===== src/rtl/ysyx_24080006_pkg.sv =====
// ysyx_24080006_pkg: shared icache geometry, line types and way-index width helper.
package ysyx_24080006_pkg;
    function automatic int ic_way_w(input int ways);
        return (ways > 1) ? $clog2(ways) : 1;
    endfunction

    localparam int IC_WAYS   = 2;
    localparam int IC_WAY_N  = ic_way_w(IC_WAYS);
    localparam int IC_TAG_W  = 26;
    localparam int IC_LINE_W = 32;

    typedef logic [IC_TAG_W-1:0]  ic_tag_t;
    typedef logic [IC_LINE_W-1:0] ic_line_t;

    typedef struct packed {
        logic     valid;
        ic_tag_t  tag;
        ic_line_t data;
    } icache_way_t;

    typedef icache_way_t ic_set_t [IC_WAYS];
endpackage


===== src/rtl/ysyx_24080006_icache_victim.sv =====
// ysyx_24080006_icache_victim: refill way select; tag match, then lowest invalid, then round-robin.
module ysyx_24080006_icache_victim
    import ysyx_24080006_pkg::*;
#(
    parameter int WAYS  = 2,
    parameter int TAG_W = 26,
    localparam int WN   = ic_way_w(WAYS)
) (
    input  logic [WAYS-1:0]            valid_i,
    input  logic [WAYS-1:0][TAG_W-1:0] tag_i,
    input  logic [TAG_W-1:0]           wtag_i,
    input  logic [WN-1:0]              rr_i,
    output logic [WN-1:0]              way_o,
    output logic                       use_rr_o
);
    // Descending loops let the lowest matching index win; the tag pass overrides the invalid pass.
    always_comb begin
        way_o    = rr_i;
        use_rr_o = 1'b1;
        for (int w = WAYS - 1; w >= 0; w--)
            if (!valid_i[w]) begin
                way_o    = WN'(w);
                use_rr_o = 1'b0;
            end
        for (int w = WAYS - 1; w >= 0; w--)
            if (valid_i[w] && tag_i[w] == wtag_i) begin
                way_o    = WN'(w);
                use_rr_o = 1'b0;
            end
    end
endmodule


===== src/rtl/ysyx_24080006_icache_array.sv =====
// ysyx_24080006_icache_array: N-way icache storage with bypassed lookup, victim select, fence.i and hit/miss counters.
module ysyx_24080006_icache_array #(
    parameter int IC_WAYS   = 2,
    parameter int IC_N      = 4,
    parameter int IC_TAG_W  = 26,
    parameter int IC_LINE_W = 32,
    parameter int CNT_W     = 32,
    localparam int WN       = ysyx_24080006_pkg::ic_way_w(IC_WAYS)
) (
    input  logic                 clock,
    input  logic                 reset,
    input  logic                 fencei,
    input  logic                 ic_req,
    input  logic [IC_N-1:0]      ic_index,
    input  logic [IC_TAG_W-1:0]  ic_tag,
    output logic                 ic_hit,
    output logic [WN-1:0]        ic_hit_way,
    output logic [IC_LINE_W-1:0] ic_rdata,
    input  logic                 ic_we,
    input  logic [IC_N-1:0]      ic_waddr,
    input  logic [IC_TAG_W-1:0]  ic_wtag,
    input  logic [IC_LINE_W-1:0] ic_wdata,
    output logic [WN-1:0]        ic_victim_way,
    output logic [CNT_W-1:0]     ic_hit_cnt,
    output logic [CNT_W-1:0]     ic_miss_cnt
);
    localparam int SETS = 1 << IC_N;

    logic [IC_WAYS-1:0]                valid_q [SETS];
    logic [IC_WAYS-1:0][IC_TAG_W-1:0]  tag_q   [SETS];
    logic [IC_WAYS-1:0][IC_LINE_W-1:0] data_q  [SETS];
    logic [WN-1:0]                     rr_q    [SETS];
    logic [CNT_W-1:0] hit_cnt_q, hit_cnt_d, miss_cnt_q, miss_cnt_d;
    logic [WN-1:0]    rr_d;
    logic             use_rr;

    ysyx_24080006_icache_victim #(.WAYS(IC_WAYS), .TAG_W(IC_TAG_W)) u_victim (
        .valid_i  (valid_q[ic_waddr]),
        .tag_i    (tag_q[ic_waddr]),
        .wtag_i   (ic_wtag),
        .rr_i     (rr_q[ic_waddr]),
        .way_o    (ic_victim_way),
        .use_rr_o (use_rr)
    );

    // The way being refilled this cycle is seen with its incoming contents.
    always_comb begin
        ic_hit     = 1'b0;
        ic_hit_way = '0;
        ic_rdata   = '0;
        for (int w = IC_WAYS - 1; w >= 0; w--)
            if (ic_we && ic_waddr == ic_index && ic_victim_way == WN'(w)) begin
                if (ic_wtag == ic_tag) begin
                    ic_hit     = 1'b1;
                    ic_hit_way = WN'(w);
                    ic_rdata   = ic_wdata;
                end
            end else if (valid_q[ic_index][w] && tag_q[ic_index][w] == ic_tag) begin
                ic_hit     = 1'b1;
                ic_hit_way = WN'(w);
                ic_rdata   = data_q[ic_index][w];
            end
    end

    always_comb begin
        hit_cnt_d  = hit_cnt_q + CNT_W'(ic_req && !fencei && ic_hit && !(&hit_cnt_q));
        miss_cnt_d = miss_cnt_q + CNT_W'(ic_req && !fencei && !ic_hit && !(&miss_cnt_q));
        rr_d       = (rr_q[ic_waddr] == WN'(IC_WAYS - 1)) ? '0 : rr_q[ic_waddr] + 1'b1;
    end

    always_ff @(posedge clock) begin
        if (reset) begin
            for (int s = 0; s < SETS; s++) begin
                valid_q[s] <= '0;
                tag_q[s]   <= '0;
                data_q[s]  <= '0;
                rr_q[s]    <= '0;
            end
            hit_cnt_q  <= '0;
            miss_cnt_q <= '0;
        end else begin
            hit_cnt_q  <= hit_cnt_d;
            miss_cnt_q <= miss_cnt_d;
            if (fencei) begin
                for (int s = 0; s < SETS; s++) begin
                    valid_q[s] <= '0;
                    rr_q[s]    <= '0;
                end
            end else if (ic_we) begin
                valid_q[ic_waddr][ic_victim_way] <= 1'b1;
                tag_q[ic_waddr][ic_victim_way]   <= ic_wtag;
                data_q[ic_waddr][ic_victim_way]  <= ic_wdata;
                if (use_rr)
                    rr_q[ic_waddr] <= rr_d;
            end
        end
    end

    assign ic_hit_cnt  = hit_cnt_q;
    assign ic_miss_cnt = miss_cnt_q;
endmodule


===== config.mk =====
export PLATFORM = sky130hd
export DESIGN_NAME = ysyx_24080006_icache_array
export DESIGN_NICKNAME = d
export VERILOG_FILES = /design/src/rtl/ysyx_24080006_pkg.sv /design/src/rtl/ysyx_24080006_icache_victim.sv /design/src/rtl/ysyx_24080006_icache_array.sv
export SDC_FILE = /design/constraint.sdc
export NUM_CORES = 2
export LEC_CHECK = 0
export BUFFER_PORTS_ARGS = -buffer_cell sky130_fd_sc_hd__buf_2
export CAP_MARGIN = 10
export CORE_MARGIN = 4
export CORE_UTILIZATION = 40
export DETAILED_ROUTE_END_ITERATION = 8
export GPL_TIMING_DRIVEN = 0
export SETUP_SLACK_MARGIN = 0.3
export SKIP_LAST_GASP = 1
export SLEW_MARGIN = 25
export SYNTH_ARGS = -nofsm -noshare
export SYNTH_HDL_FRONTEND = slang
export SYNTH_SLANG_ARGS = --single-unit

===== constraint.sdc =====
create_clock -name clock -period 8.8 [get_ports clock]
set_clock_uncertainty 0.15 [all_clocks]
set_input_delay 2.2 -clock clock [delete_from_list [all_inputs] [get_ports clock]]
set_output_delay 2.2 -clock clock [all_outputs]
set_load 0.05 [all_outputs]

==> metrics.yaml <==
outcome:
  status: "complete, but fails checks"
  failed_checks: "negative setup slack"
global_route:
  met3_usage: 0.137
  grt_max_degree: 34
  grt_pass1_vias: 68400
  grt_pass1_wl_mm: 618
  grt_remaining_overflow: 0
  grt_most_used_layer: "met2"
  use_met2: 0.529
  antenna_found_initial: 44
  use_met1: 0.430
  gr-usage-all-layers: 0.359
placed_design:
  place_area_mm2: 0.106
  place.port_buffers: 163
  pre_cts_ws_ns: -3.04
  place.gp.congestion: 1.05
  dp_hpwl_mm: 320
sta:
  min_period_over_period: 1.02
  rsz0062_at_grt: "yes"
  setup_tns_ns: -4.47
  drv_slew: 0
  hold_viol_final: 0
  maxSlewHeadroom: 0.123
  layout_min_cycle_time_ns: 8.99
  tightest_slew_ns: 1.32
  fmax_ghz: 0.111
  fin_ws_ns: -0.194
  setup_viol: 33
logic_synthesis:
  synth_ff_type: "edfxtp_1"
  synth.net_count: 6749
  yosysWarnings: 0
  synth.distinct_cells: 77
  synthCells: 6647
  synth_edf_count: 1872
  syn_area_mm2: 0.0988
  ys_seq_area_frac: 0.589
  synth.avg_cell_area_um2: 14.9
  ys_ff_latch: 1968
  ys_async_sr_fraction: 0
cells_and_area:
  final_common_cell: "edfxtp_1"
  mostFrequentLayoutCells: "1872 x edfxtp_1, 1384 x and2_1, 727 x mux4_2, 504 x nor3_1, 315 x clkbuf_1"
  nets: 7334
  syn_to_final_growth_pct: 18.3
  drive_above_1_share: 0.280
  stdcell_area_mm2: 0.117
critical_path:
  critPathMaxFanout: 11
  cp-end-kind: "output pin"
  worstSetupPathType: "input port to output pin"
  crit_path_start_kind: "input port"
  cp.arrival_ns: 6.64
  crit_required_ns: 6.45
cts:
  cts_sinks: 1968
  cts_root_buffer: "clkbuf_16"
  clk_latency_ns: 0.91
  cts_tree: "yes"
  cts_made_buffers: 215
  ctsHtreeMaxLevel: 4
  clk_path_buf_depth: 3
  path_clk_slew_ns: 0.06
pwr:
  power_leakage_nw: 40.8
  power_density_mw_per_mm2: 195
  ir_drop_v: 0.000163
drt:
  routedWlPerCell_um: 44.1
  routed_wl_mm: 469
  drc: 0
  drtPass1Iterations: 6
  vias: 71000
  ant_nets: 0
  viasPerCell: 6.66
  drt_iter0_drc: 12300
floorplan:
  core_mm2: 0.246
  io_pins: 196
  start_util: 0.402
  fp.dieW_um: 505
  row_count: 182
  die_y_um: 505
  dieArea_mm2: 0.255
job:
  cap_viol_max_count: 0
worst_hold_path:
  hold_class: "flop to flop"
## kinds of logic (layout without fill, tap and decap cells)
| logic type | count (synthesis) | count (layout) | share of synthesized area |
|---|---|---|---|
| simple gates | 2395 | 2395 | 0.140 |
| flops | 1968 | 1968 | 0.589 |
| mux | 985 | 985 | 0.192 |
| buf+inv | 759 | 1514 | 0.0366 |
| compound gates | 338 | 338 | 0.0246 |
| xor+xnor | 197 | 197 | 0.0175 |
| fa+ha+maj | 5 | 5 | 0.000633 |
| other cells | 0 | 34 | 0 |
## sequential cells by signal (all words and copies together), names as in the netlist
signal       flops
ic_miss_cnt     32
valid_q         32
rr_q            16
ic_hit_cnt      32
data_q        1024
tag_q          832
## path summary, 6_finish.rpt
kind                  startpoint              end  slack, ns  depth (start not counted)
hold / removal    valid_q[15][1]   valid_q[15][1]       0.33                          1
setup / recovery     ic_waddr[0]     ic_rdata[10]      -0.19                         17
setup reg to reg   tag_q[12][34]  ic_miss_cnt[30]       2.01                         22
hold reg to reg   valid_q[15][1]   valid_q[15][1]       0.33                          1
## final cells by class
cell class / instances / area (um^2)
clock inverter: 117 / 1100
fill: 21300 / 129000
sequential: 1968 / 58100
tap: 3220 / 4030
timing repair buffer: 368 / 4000
clock buffer: 270 / 5710
buffer: 701 / 5200
inverter: 58 / 231
multi-input combinational: 3920 / 38300
antenna: 34 / 85.1
## per-layer routing
metal / vias to the layer above / part of all wire
met5: - / 0.00059
met4: 28 / 0.095
met3: 1678 / 0.13
met2: 6232 / 0.43
met1: 36600 / 0.34
li1: 26500 / -
## Yosys cell counts (46+ instances only)
cell | n | share of area
dfxtp_1 | 96 | 0.019
mux2i_1 | 227 | 0.023
nor3_1 | 509 | 0.026
and2_1 | 1384 | 0.088
nor2_1 | 102 | 0.0039
edfxtp_1 | 1872 | 0.57
xor2_1 | 94 | 0.0083
buf_2 | 191 | 0.0097
mux4_2 | 727 | 0.17
a22oi_1 | 52 | 0.0040
nand2_1 | 164 | 0.0062
nand3_1 | 46 | 0.0023
clkbuf_1 | 341 | 0.013
xnor2_1 | 103 | 0.0091
buf_4 | 89 | 0.0068
o21ai_0 | 50 | 0.0025
## what timing repair did
action / in CTS / in global routing
setup buffers: 66 / 60
resized for setup: 600 / 144
endpoints found under the hold margin: 0 / 0
endpoints found under the setup margin: 96 / 38
cloned: 3 / 2
hold buffers: 0 / 0
pin swaps: 40 / 35
## power by group
group | internal [mW] | leakage [nW] | switching (mW)
Combinational | 1.02 | 18.2 | 1.88
Sequential | 10.6 | 19.3 | 0.179
Clock | 5.00 | 3.33 | 4.04
## worst max-delay path, cell delays in order
cell      delay (ns)
buf_8           0.15
buf_8           0.25
and2_1          0.22
buf_8           0.28
a22oi_2         0.17
and3b_1         0.25
o32ai_4         0.39
nand4_1         0.43
a2111o_1        0.60
buf_6           0.17
o31ai_4         0.38
nand3_2         0.17
o211ai_4        0.11
buf_12          0.23
buf_12          0.20
o221ai_2        0.16
buf_4           0.22
## through the flow
stage	total power [mW]	hold WS (ns)	cells	utilization
after CTS	22.5	0.330	10600	0.470
after global placement	13.5	0.302	10000	0.422
final	22.7	0.331	10700	0.475
after detailed placement	13.5	0.316	10100	0.430
after global routing	23.1	0.357	10600	0.475
after floorplan	12.2	0.288	6647	-
No activity file was read; power rests on OpenSTA's default activity.
